--- config.mk ---
export PLATFORM = sky130hd
export DESIGN_NAME = cpu_writeback_queue
export DESIGN_NICKNAME = d
export VERILOG_FILES = /design/src/rtl/cpu_writeback_queue.sv
export SDC_FILE = /design/constraint.sdc
export NUM_CORES = 1
export LEC_CHECK = 0
export CORE_MARGIN = 3
export CORE_UTILIZATION = 40
export CTS_CLUSTER_SIZE = 25
export DETAILED_ROUTE_END_ITERATION = 7
export PLACE_DENSITY = 0.71
export SETUP_SLACK_MARGIN = 0.4
export SYNTH_ARGS = -nofsm -noshare
export SYNTH_HDL_FRONTEND = slang
export SYNTH_SLANG_ARGS = --single-unit
export TNS_END_PERCENT = 50
--- constraint.sdc ---
create_clock -name i_clock -period 4.9 [get_ports i_clock]
set_input_delay 0.98 -clock i_clock [delete_from_list [all_inputs] [get_ports i_clock]]
set_output_delay 0.98 -clock i_clock [all_outputs]
set_load 0.02 [all_outputs]
--- src/rtl/cpu_writeback_queue.sv ---
// Writeback queue between the memory stage and the register file: captures tagged results
// into a small FIFO, drains one per cycle into registered outputs and serves rs forwarding.
module cpu_writeback_queue #(
    parameter int DATA_W  = 32,
    parameter int PC_W    = 32,
    parameter int REG_W   = 5,
    parameter int TAG_W   = 8,
    parameter int DEPTH   = 4,
    parameter bit DROP_X0 = 1'b1
) (
    input  logic                      i_clock,
    input  logic                      i_reset,
    input  logic [TAG_W-1:0]          i_tag,
    input  logic [REG_W-1:0]          i_inst_rd,
    input  logic [DATA_W-1:0]         i_rd,
    input  logic                      i_branch,
    input  logic [PC_W-1:0]           i_pc_next,
    input  logic                      i_stall,
    input  logic [REG_W-1:0]          i_fwd_rs,
    output logic                      o_full,
    output logic [$clog2(DEPTH):0]    o_count,
    output logic                      o_fwd_hit,
    output logic [DATA_W-1:0]         o_fwd_data,
    output logic [TAG_W-1:0]          o_tag,
    output logic [REG_W-1:0]          o_inst_rd,
    output logic [DATA_W-1:0]         o_rd,
    output logic                      o_branch,
    output logic [PC_W-1:0]           o_pc_next
);

    localparam int PTR_W = $clog2(DEPTH);
    localparam int CNT_W = PTR_W + 1;

    // Storage is a flat register array: forwarding has to look at every slot at once.
    logic [TAG_W-1:0]  tag_mem    [DEPTH];
    logic [REG_W-1:0]  rd_idx_mem [DEPTH];
    logic [DATA_W-1:0] data_mem   [DEPTH];
    logic              branch_mem [DEPTH];
    logic [PC_W-1:0]   pc_mem     [DEPTH];

    logic [PTR_W-1:0] rd_ptr_reg;
    logic [PTR_W-1:0] wr_ptr_reg;
    logic [CNT_W-1:0] count_reg;
    logic [CNT_W-1:0] count_next;
    logic [TAG_W-1:0] last_tag_reg;
    logic             out_valid_reg;

    logic is_new;
    logic is_drop;
    logic is_empty;
    logic is_full;
    logic can_take;
    logic bypass;
    logic pop;
    logic accept;
    logic push;

    assign is_new   = (i_tag != last_tag_reg);
    assign is_drop  = DROP_X0 && is_new && (i_inst_rd == '0) && !i_branch;
    assign is_empty = (count_reg == '0);
    assign is_full  = (count_reg == CNT_W'(DEPTH));
    assign can_take = is_new && !is_drop;
    // An empty queue hands a fresh item straight to the outputs without using a slot.
    assign bypass   = can_take && is_empty && !i_stall;
    assign pop      = !is_empty && !i_stall;
    assign accept   = can_take && (!is_full || pop);
    assign push     = accept && !bypass;

    assign o_full  = is_full && i_stall;
    assign o_count = count_reg;

    always_comb begin
        count_next = count_reg;
        case ({push, pop})
            2'b10:   count_next = count_reg + 1'b1;
            2'b01:   count_next = count_reg - 1'b1;
            default: count_next = count_reg;
        endcase
    end

    always_ff @(posedge i_clock or negedge i_reset) begin
        if (!i_reset) begin
            rd_ptr_reg    <= '0;
            wr_ptr_reg    <= '0;
            count_reg     <= '0;
            last_tag_reg  <= '0;
            out_valid_reg <= 1'b0;
            o_tag         <= '0;
            o_inst_rd     <= '0;
            o_rd          <= '0;
            o_branch      <= 1'b0;
            o_pc_next     <= '0;
        end else begin
            count_reg <= count_next;
            if (accept || is_drop) begin
                last_tag_reg <= i_tag;
            end
            if (push) begin
                wr_ptr_reg <= wr_ptr_reg + 1'b1;
            end
            if (pop) begin
                rd_ptr_reg    <= rd_ptr_reg + 1'b1;
                out_valid_reg <= 1'b1;
                o_tag         <= tag_mem[rd_ptr_reg];
                o_inst_rd     <= rd_idx_mem[rd_ptr_reg];
                o_rd          <= data_mem[rd_ptr_reg];
                o_branch      <= branch_mem[rd_ptr_reg];
                o_pc_next     <= pc_mem[rd_ptr_reg];
            end else if (bypass) begin
                out_valid_reg <= 1'b1;
                o_tag         <= i_tag;
                o_inst_rd     <= i_inst_rd;
                o_rd          <= i_rd;
                o_branch      <= i_branch;
                o_pc_next     <= i_pc_next;
            end
        end
    end

    always_ff @(posedge i_clock) begin
        if (push) begin
            tag_mem[wr_ptr_reg]    <= i_tag;
            rd_idx_mem[wr_ptr_reg] <= i_inst_rd;
            data_mem[wr_ptr_reg]   <= i_rd;
            branch_mem[wr_ptr_reg] <= i_branch;
            pc_mem[wr_ptr_reg]     <= i_pc_next;
        end
    end

    // Slot gi is the gi-th oldest pending entry; higher gi means newer.
    logic [DEPTH-1:0] slot_hit;

    generate
        for (genvar gi = 0; gi < DEPTH; gi++) begin : g_slot
            logic [PTR_W-1:0] slot_idx;
            assign slot_idx     = rd_ptr_reg + PTR_W'(gi);
            assign slot_hit[gi] = (CNT_W'(gi) < count_reg) && (rd_idx_mem[slot_idx] == i_fwd_rs);
        end
    endgenerate

    always_comb begin
        o_fwd_hit  = 1'b0;
        o_fwd_data = '0;
        if (out_valid_reg && (o_inst_rd == i_fwd_rs)) begin
            o_fwd_hit  = 1'b1;
            o_fwd_data = o_rd;
        end
        for (int i = 0; i < DEPTH; i++) begin
            if (slot_hit[i]) begin
                o_fwd_hit  = 1'b1;
                o_fwd_data = data_mem[rd_ptr_reg + PTR_W'(i)];
            end
        end
        if (i_fwd_rs == '0) begin
            o_fwd_hit  = 1'b0;
            o_fwd_data = '0;
        end
    end

endmodule

==> impl_metrics.toml, run 1 <==
[timing]
max-slew-margin-rel_pct = 34.7
post-route-min-period_ps = 4530
max_freq_mhz = 221
worst_clock_skew_ps = 13.3
setup-violations-final = 0
worstMarginPinSlew_ps = 976
final_critical_path_share_of_the_clock_period_pct = 92.4
grt_setup_unrepaired = "yes"
setup_slack_ps = 373
hold_viol = 0
timing.final.max_slew_violations = 0
holdWs_ps = 466

[clock_network]
ctsHtreeMaxLevel = 2
cts_tree = "done"
path_clk_slew_ps = 60
clock_tree.root_cell = "clkbuf_16"
ctsLongestPathBuffers = 3
cts.hold.buffers_added = 0
cts-buffers-inserted = 44
worst_skew_pair_later_pin_latency_ps = 580
clkSinkCount = 406

[worst_setup_path]
path_delay_family = "compound AO/OA/AOI/OAI gates"
endpoint_kind = "output pin"
worstPathCellList = "mux4_2 -> xnor2_2 -> o211ai_1 -> or4_4 -> buf_12 -> clkbuf_16 -> o21ai_1 -> o221ai_2 -> a31oi_1 -> buf_4"
worst_path_required_ps = 3920
rr_startpoint = "last_tag_reg[6]"
critical_path.startpoint_type = "flop"
largest_fanout_on_the_critical_path = 9
cp_num_buf_inv = 3
critPathLaunch = "rd_ptr_reg[0]"
crit_type = "flop to output pin"
timing.critical_path.slowest_stage_cell = "or4_4"
crit_arrival_ps = 3550
worst_path_largest_cell_delay_ps = 580

[layout]
top_flop_regs = "data_mem x128, pc_mem x128"
final_area_um2 = 24900
final.fill_count = 4007
area_growth_syn_to_layout_pct = 26.3
drive_above_1_share_pct = 18.8
layout.cells.most_common = "edfxtp_1"
fin_nets = 1893
utilization_after_layout_pct = 51.7
mostFrequentLayoutCells = "edfxtp_1, clkdlybuf4s50_1, nor2_1, nand2_1, a21oi_1"

[floorplanning]
io_pins = 201
rows = 80
fp.dieW_um = 228
fp.dieArea_um2 = 51900
coreArea_um2 = 48100
initial_core_util_pct = 40.9
die_outline_height_um = 228

[placed_design]
port_buffers = 200
gpl.final_weighted_congestion = 0.845
dp_hpwl_um = 33000
pre_cts_ws_ps = -168
placed_cell_area_um2 = 22700

[detailed_routing]
wire_per_inst_um = 22.5
wirelength_um = 56000
dr_total_vias = 14300
ant_nets = 0
remaining_drc_errors = 0
viasPerCell = 5.73
detailedRoute.firstPassIterationCount = 8
initialDrtViolationCount = 1037

[synth]
synth_warnings = 0
netlist-cell-type-count = 46
synthXorXnorAreaFrac_pct = 1.82
ys_seq_area_share_pct = 59.5
synth_fp_nets = 1686
post_synth_mux_area_share_pct = 12.9
synth_top_family_by_area = "compound AO/OA/AOI/OAI gates"
async_reset_ff_share_pct = 23.2
yosys_register_bits = 406
synth_cells = 1591
synth.cell_area_um2 = 19700
ys.flop_type = "edfxtp_1"
synth_adder_area_share_pct = 0.572
syn_area_per_cell_um2 = 12.4
synth_compound_area_share_pct = 13.6
yosys.area_share.simple_pct = 8.29
synth_enable_flop_cells = 312

[power]
total_leakage_power_nw = 9.14
switching_share_pct = 38.8
power.density_nw_per_um2 = 689
power.net_switching_w = 0.00664
power_report.internal_total_w = 0.0105
seq_power_share_pct = 33.9
pwr-share-comb_pct = 46.6
vdd_drop_max_mv = 0.368
clock_power_share_pct = 19.5

[grt]
grt-ovfl-total = 0
gr-usage-all-layers_pct = 20.4
grt_antenna_before_repair = 6
maximum_number_of_pins_on_one_net_before_global_route_repair = 107
first_global_vias = 14200
grt_first_pass_wirelength_um = 83700

[run]
max-cap-violations = 0

[min_path]
hold_path.startpoint = "out_valid_reg"
min_path_type = "flop to flop"

[status]
status = "complete, no violations"
[timing repair]
action                     CTS  global route
setup endpoints to repair   32            33
setup buffers                8            11
pin swaps                   15            43
cloned                       2             8
resized for setup          156            90
[layer usage]
layer	track usage [%]	wire length (um)
met1	26.5	23000
met2	33.8	26900
met3	5.60	4670
met4	5.70	1340
met5	0	46
[through the flow]
step                      total power (W)  setup TNS [ps]  instances
final                              0.0171               0       2491
after floorplan                    0.0106               0       1591
after global placement             0.0132           -1570       2379
after detailed placement           0.0134           -2530       2379
after global routing               0.0181               0       2489
after CTS                          0.0169               0       2470
[synth_stat cells, types with 2 or more instances]
library cell | n | area, um^2
nor4_1 | 3 | 18.8
ha_1 | 9 | 113
dfrtp_1 | 94 | 2350
a211oi_1 | 61 | 458
nand3_1 | 5 | 25.0
nand2_1 | 131 | 492
xnor2_1 | 26 | 228
a31oi_1 | 76 | 475
inv_1 | 10 | 37.5
xor2_1 | 15 | 131
nand2b_1 | 2 | 12.5
mux4_2 | 52 | 1170
buf_6 | 9 | 101
nand4_1 | 2 | 12.5
o221a_2 | 2 | 22.5
and2_1 | 7 | 43.8
edfxtp_1 | 312 | 9370
o211ai_1 | 2 | 15.0
buf_1 | 23 | 86.3
nor3_1 | 3 | 15.0
mux2_2 | 42 | 473
o221ai_1 | 30 | 263
o21ai_1 | 29 | 145
mux2i_1 | 87 | 871
a211o_1 | 29 | 254
nor2_1 | 152 | 571
nor2b_1 | 31 | 194
buf_2 | 19 | 95.1
o21ai_0 | 68 | 340
a311oi_1 | 2 | 17.5
clkbuf_1 | 84 | 315
a21oi_1 | 128 | 641
and3_1 | 33 | 206
[worst paths after layout]
path	slack [ps]	depth (start not counted)	endpoint
setup / recovery	370	10	o_fwd_data[4]
hold / removal	470	1	out_valid_reg
setup reg to reg	2230	6	pc_mem[0][6]
hold reg to reg	470	1	out_valid_reg
max in group asynchronous	3390	2	o_rd[6]
min in group asynchronous	500	1	o_pc_next[18]
[layout make-up]
class / instances / area, um^2 / area share [%]
Inverter: 10 / 40.0 / 0.161
Timing Repair Buffer: 297 / 3190 / 12.8
Sequential cell: 406 / 11700 / 47.2
Tap cell: 656 / 821 / 3.30
Clock inverter: 20 / 216 / 0.870
Clock buffer: 61 / 1240 / 4.97
Multi-Input combinational cell: 1039 / 7630 / 30.7
Antenna cell: 2 / 5.00 / 0.0201
[power by group through the flow]
| stage | logic (W) | registers [W] | clock network [W] |
|---|---|---|---|
| floorplan | 0.00447 | 0.00613 | 0 |
| global placement | 0.00744 | 0.00580 | 0 |
| detailed placement | 0.00755 | 0.00588 | 0 |
| CTS | 0.00767 | 0.00578 | 0.00341 |
| global route | 0.00860 | 0.00594 | 0.00356 |
| finish | 0.00799 | 0.00580 | 0.00334 |
[logic make-up after synthesis]
family / count (synthesis)
multiplexers: 182
buffers and inverters: 146
AO/OA/AOI/OAI: 433
XOR/XNOR: 41
AND/OR/NAND/NOR: 374
adder cells (fa/ha/maj): 9
flip-flops: 406
Power figures use the tool's default switching activity.
==> run 2, diff against run 1 <==
--- a/config.mk
+++ b/config.mk
@@ -5,11 +5,13 @@
 export SDC_FILE = /design/constraint.sdc
 export NUM_CORES = 1
 export LEC_CHECK = 0
+export CELL_PAD_IN_SITES_DETAIL_PLACEMENT = 0
+export CELL_PAD_IN_SITES_GLOBAL_PLACEMENT = 1
 export CORE_MARGIN = 3
 export CORE_UTILIZATION = 40
 export CTS_CLUSTER_SIZE = 25
 export DETAILED_ROUTE_END_ITERATION = 7
-export PLACE_DENSITY = 0.71
+export PLACE_DENSITY = 0.81
 export SETUP_SLACK_MARGIN = 0.4
 export SYNTH_ARGS = -nofsm -noshare
 export SYNTH_HDL_FRONTEND = slang
==> impl_metrics.toml, run 2 (same netlist as run 1, synthesis figures left out) <==
[clock_network]
clock_tree.root_cell = "clkbuf_16"
cts.hold.buffers_added = 0
worst_skew_pair_later_pin_latency_ps = 580
ctsHtreeMaxLevel = 2
ctsLongestPathBuffers = 3
clkSinkCount = 406
cts_tree = "done"
cts-buffers-inserted = 44
path_clk_slew_ps = 60

[power]
total_leakage_power_nw = 8.99
design_power_total_w = 0.0170
power.density_nw_per_um2 = 693
vdd_drop_max_mv = 0.420

[floorplanning]
fp.dieW_um = 228
io_pins = 201
initial_core_util_pct = 40.9
rows = 80
die_outline_height_um = 228
coreArea_um2 = 48100
fp.dieArea_um2 = 51900

[detailed_routing]
dr_total_vias = 13900
remaining_drc_errors = 0
wire_per_inst_um = 21.1
viasPerCell = 5.61
ant_nets = 0
initialDrtViolationCount = 934
wirelength_um = 52200
detailedRoute.firstPassIterationCount = 7

[worst_setup_path]
cp_common_cell = "buf_12"
worst_path_required_ps = 3920
crit_type = "flop to output pin"
endpoint_kind = "output pin"
worstPathCellList = "buf_4 -> mux4_2 -> xnor2_2 -> o211ai_1 -> or4_4 -> buf_12 -> buf_12 -> o21ai_0 -> o221ai_1 -> a31oi_1 -> clkdlybuf4s15_2"
critical_path.startpoint_type = "flop"
largest_fanout_on_the_critical_path = 16
crit_arrival_ps = 3560
timing.critical_path.slowest_stage_cell = "or4_4"
worst_path_largest_cell_delay_ps = 590

[layout]
layout.cells.most_common = "edfxtp_1"
fin_nets = 1878
utilization_after_layout_pct = 50.8
drive_above_1_share_pct = 17.2
top_flop_regs = "data_mem x128, pc_mem x128"
area_growth_syn_to_layout_pct = 24.3
final.fill_count = 4136
mostFrequentLayoutCells = "edfxtp_1, clkdlybuf4s50_1, nor2_1, nand2_1, a21oi_1"

[timing]
timing.final.max_slew_violations = 0
holdWs_ps = 432
worst_clock_skew_ps = 13.6
max_freq_mhz = 220
final_critical_path_share_of_the_clock_period_pct = 92.7
grt_setup_unrepaired = "yes"
setup-violations-final = 0
hold_viol = 0
worstMarginPinSlew_ps = 990
post-route-min-period_ps = 4540
fin_setup_tns_ps = 0
max-slew-margin-rel_pct = 34.0

[status]
status = "complete, no violations"

[placed_design]
dp_hpwl_um = 32500
gpl.final_weighted_congestion = 0.847
port_buffers = 200

[grt]
grt_antenna_before_repair = 4
grt_first_pass_wirelength_um = 80900
gr-usage-all-layers_pct = 19.6
maximum_number_of_pins_on_one_net_before_global_route_repair = 119
first_global_vias = 14000
grt-ovfl-total = 0

[min_path]
min_path_type = "input port to asynchronous set/reset pin"

[run]
max-cap-violations = 0
-- run 2: through the flow --
step	setup slack (ps)	cells	instance area [um^2]
floorplan	816	1591	19700
finish	360	2475	24500
CTS	320	2466	24300
global route	260	2474	24500
global placement	-201	2376	22600
detailed placement	-288	2376	22600
-- run 2: final timing paths --
| check | start | endpoint | slack [ps] | cells after the start |
|---|---|---|---|---|
| worst max-delay path | rd_ptr_reg[1] | o_fwd_data[23] | 360 | 11 |
| worst min-delay path | i_reset | o_pc_next[3] | 430 | 1 |
| worst max register to register | o_count[2] | o_inst_rd[4] | 2160 | 6 |
| worst min register to register | out_valid_reg | out_valid_reg | 480 | 1 |
| max in group asynchronous | i_reset | o_rd[7] | 3530 | 2 |
| min in group i_clock | out_valid_reg | out_valid_reg | 480 | 1 |
-- run 2: critical path, delay by kind of cell (launching register included) --
kind	cells	cell delay, ps
AOI/OAI and AO/OA	4	590
buffers and inverters	4	810
and+or+nand+nor	1	590
xor gates and xnor gates	1	140
DFF	1	510
muxes	1	330
-- run 2: cell type report --
type                       count  area [um^2]  share of cell area (%)
clock inverter                22          367                    1.50
tap                          656          821                    3.36
timing repair buffer         282         2800                    11.4
clock buffer                  59         1240                    5.06
inverter                      10         40.0                   0.164
sequential                   406        11700                    47.9
antenna                        1         2.50                  0.0102
multi-input combinational   1039         7470                    30.5
-- run 2: layer usage --
layer	global-route usage (%)	vias up	part of all wire (%)
met5	0	-	0.096
met4	4.46	8	2.1
met3	5.35	83	7.3
met2	32.7	428	48
met1	25.6	6914	42
li1	-	6442	-
-- run 2: power by group --
group	switching [W]	total (W)	internal, W
clock	0.00137	0.00363	0.00226
combinational	0.00440	0.00754	0.00314
sequential	0.000608	0.00579	0.00518
total	0.00637	0.0170	0.0106
-- run 2: repair_timing --
item	CTS	global route
gates cloned	0	2
pin swaps	10	2
setup buffers	9	6
gates resized for setup	105	57
endpoints found under the setup margin	33	32
==> run 3, diff against run 2 <==
==> constraint.sdc (replaced) <==
create_clock -name i_clock -period 4.53 [get_ports i_clock]
set_input_delay 0.906 -clock i_clock [delete_from_list [all_inputs] [get_ports i_clock]]
set_output_delay 0.906 -clock i_clock [all_outputs]
set_load 0.02 [all_outputs]
==> impl_metrics.toml, run 3 (same netlist as run 1, synthesis figures left out) <==
[clock_network]
cts-buffers-inserted = 45
ctsLongestPathBuffers = 3
clkSinkCount = 406
cts_tree = "done"
worst_skew_pair_later_pin_latency_ps = 580
path_clk_slew_ps = 60
ctsHtreeMaxLevel = 2
cts.hold.buffers_added = 0
clock_tree.root_cell = "clkbuf_16"

[floorplanning]
initial_core_util_pct = 40.9
coreArea_um2 = 48100
fp.dieW_um = 228
rows = 80
die_outline_height_um = 228
fp.dieArea_um2 = 51900
io_pins = 201

[worst_setup_path]
timing.critical_path.slowest_stage_cell = "or4_4"
critical_path_destination = "o_fwd_data[30]"
path_delay_family = "buffers and inverters"
critical_path_cell_count = 11
ff2ff_setup_slack_ps = 1900
rr_worst_depth = 7
worst_path_required_ps = 3620
largest_fanout_on_the_critical_path = 8
cp_common_cell = "buf_4"
worst_path_largest_cell_delay_ps = 640
critical_path.startpoint_type = "flop"
crit_arrival_ps = 3530
critPathLaunch = "rd_ptr_reg[1]"
worstPathCellList = "buf_12 -> mux4_2 -> xnor2_2 -> o211ai_1 -> buf_4 -> or4_4 -> buf_8 -> o21ai_0 -> o221ai_1 -> a31oi_1 -> buf_4"
rr_startpoint = "rd_ptr_reg[1]"
crit_type = "flop to output pin"
endpoint_kind = "output pin"
regToRegEndpoint = "o_rd[22]"
cp_num_buf_inv = 4

[placed_design]
placed_cell_area_um2 = 22900
pre_cts_ws_ps = -483
port_buffers = 200
gpl.final_weighted_congestion = 0.834
dp_hpwl_um = 32400

[detailed_routing]
wire_per_inst_um = 22.2
ant_nets = 0
viasPerCell = 5.68
remaining_drc_errors = 0
wirelength_um = 55800
detailedRoute.firstPassIterationCount = 7
initialDrtViolationCount = 909
dr_total_vias = 14300

[layout]
final.fill_count = 4052
mostFrequentLayoutCells = "edfxtp_1, clkdlybuf4s50_1, nor2_1, nand2_1, a21oi_1"
layout.cells.most_common = "edfxtp_1"
drive_above_1_share_pct = 21.0
fin_nets = 1917
final_area_um2 = 25200
area_growth_syn_to_layout_pct = 28.1
top_flop_regs = "data_mem x128, pc_mem x128"

[power]
power_report.internal_total_w = 0.0116
seq_power_share_pct = 33.3
clock_power_share_pct = 19.5
power.density_nw_per_um2 = 746
pwr-share-comb_pct = 47.2
switching_share_pct = 38.3
vdd_drop_max_mv = 0.406
power.net_switching_w = 0.00720
total_leakage_power_nw = 9.27

[timing]
worstMarginPinSlew_ps = 1060
max_freq_mhz = 225
grt_setup_unrepaired = "yes"
timing.final.max_slew_violations = 0
setup-violations-final = 0
post-route-min-period_ps = 4440
final_critical_path_share_of_the_clock_period_pct = 98.0
hold_viol = 0
fin_setup_tns_ps = 0
holdWs_ps = 467
setup_slack_ps = 91.6
worst_clock_skew_ps = 15.0
max-slew-margin-rel_pct = 29.6

[grt]
grt_antenna_before_repair = 5
grt-ovfl-total = 0
maximum_number_of_pins_on_one_net_before_global_route_repair = 121
first_global_vias = 14700
groute.layer.met3.usage_pct = 5.63
grt_first_pass_wirelength_um = 86000
gr-usage-all-layers_pct = 21.1
groute.layer.met2.usage_pct = 35.4
met1_use_gr_pct = 26.6
grt_most_used_layer = "met2"

[min_path]
min_path_type = "flop to flop"

[run]
max-cap-violations = 0

[status]
status = "complete, no violations"
[run 3: changes by cell type in the layout (fill, tap and decap cells not counted), moves of 10 or more]
cell / change
o21ai_0: -11
o221ai_1: -14
buf_12: +11
o21ai_2: +14
buf_4: +35
buf_16: +10
o221ai_2: +14
[run 3: worst register-to-register path, cell delays in order, from the launching register on]
cell and delay [ps]:
dfrtp_4 480, buf_12 180, buf_4 700, mux2_2 550, o21ai_0 280, nor2_1 100, a21oi_1 130, a21oi_1 80
[run 3: cell type report]
| cell class | count | area [um^2] | share of cell area (%) |
|---|---|---|---|
| Antenna cell | 1 | 2.50 | 0.00993 |
| Clock buffer | 69 | 1310 | 5.18 |
| Clock inverter | 14 | 184 | 0.730 |
| Inverter | 10 | 42.5 | 0.169 |
| Multi-Input combinational cell | 1040 | 7730 | 30.7 |
| Sequential cell | 406 | 11700 | 46.5 |
| Tap cell | 656 | 821 | 3.26 |
| Timing Repair Buffer | 319 | 3400 | 13.5 |
[run 3: power by group through the flow]
stage | Combinational [W] | Sequential (W) | Clock [W]
after floorplan | 0.00484 | 0.00663 | 0
after global placement | 0.00816 | 0.00623 | 0
after detailed placement | 0.00825 | 0.00632 | 0
after CTS | 0.00874 | 0.00626 | 0.00376
after global routing | 0.00958 | 0.00642 | 0.00390
final | 0.00887 | 0.00627 | 0.00367
[run 3: layer usage]
| layer | vias to the layer above | routed length (um) |
|---|---|---|
| met5 | - | 75 |
| met4 | 10 | 1580 |
| li1 | 6531 | - |
| met3 | 116 | 4450 |
| met2 | 482 | 26800 |
| met1 | 7154 | 22900 |
[run 3: through the flow]
step                      total power, W  utilization (%)  instances
after floorplan                   0.0115                -       1591
after global placement            0.0144             47.5       2393
after detailed placement          0.0146             47.5       2393
after CTS                         0.0188             51.9       2508
after global routing              0.0199             52.4       2514
final                             0.0188             52.4       2515
[run 3: worst min path at each step]
stage / from / end / slack [ps] / cells past startpoint
floorplan: out_valid_reg / out_valid_reg / 430 / 1
global placement: out_valid_reg / out_valid_reg / 440 / 1
detailed placement: out_valid_reg / out_valid_reg / 450 / 1
CTS: out_valid_reg / out_valid_reg / 470 / 1
global route: out_valid_reg / out_valid_reg / 480 / 1
finish: out_valid_reg / out_valid_reg / 470 / 1
[run 3: what timing repair did]
item	4_1_cts	5_1_grt
pin swaps	44	37
setup buffers	21	6
cloned	11	0
gates resized for setup	234	39
setup endpoints to repair	33	33
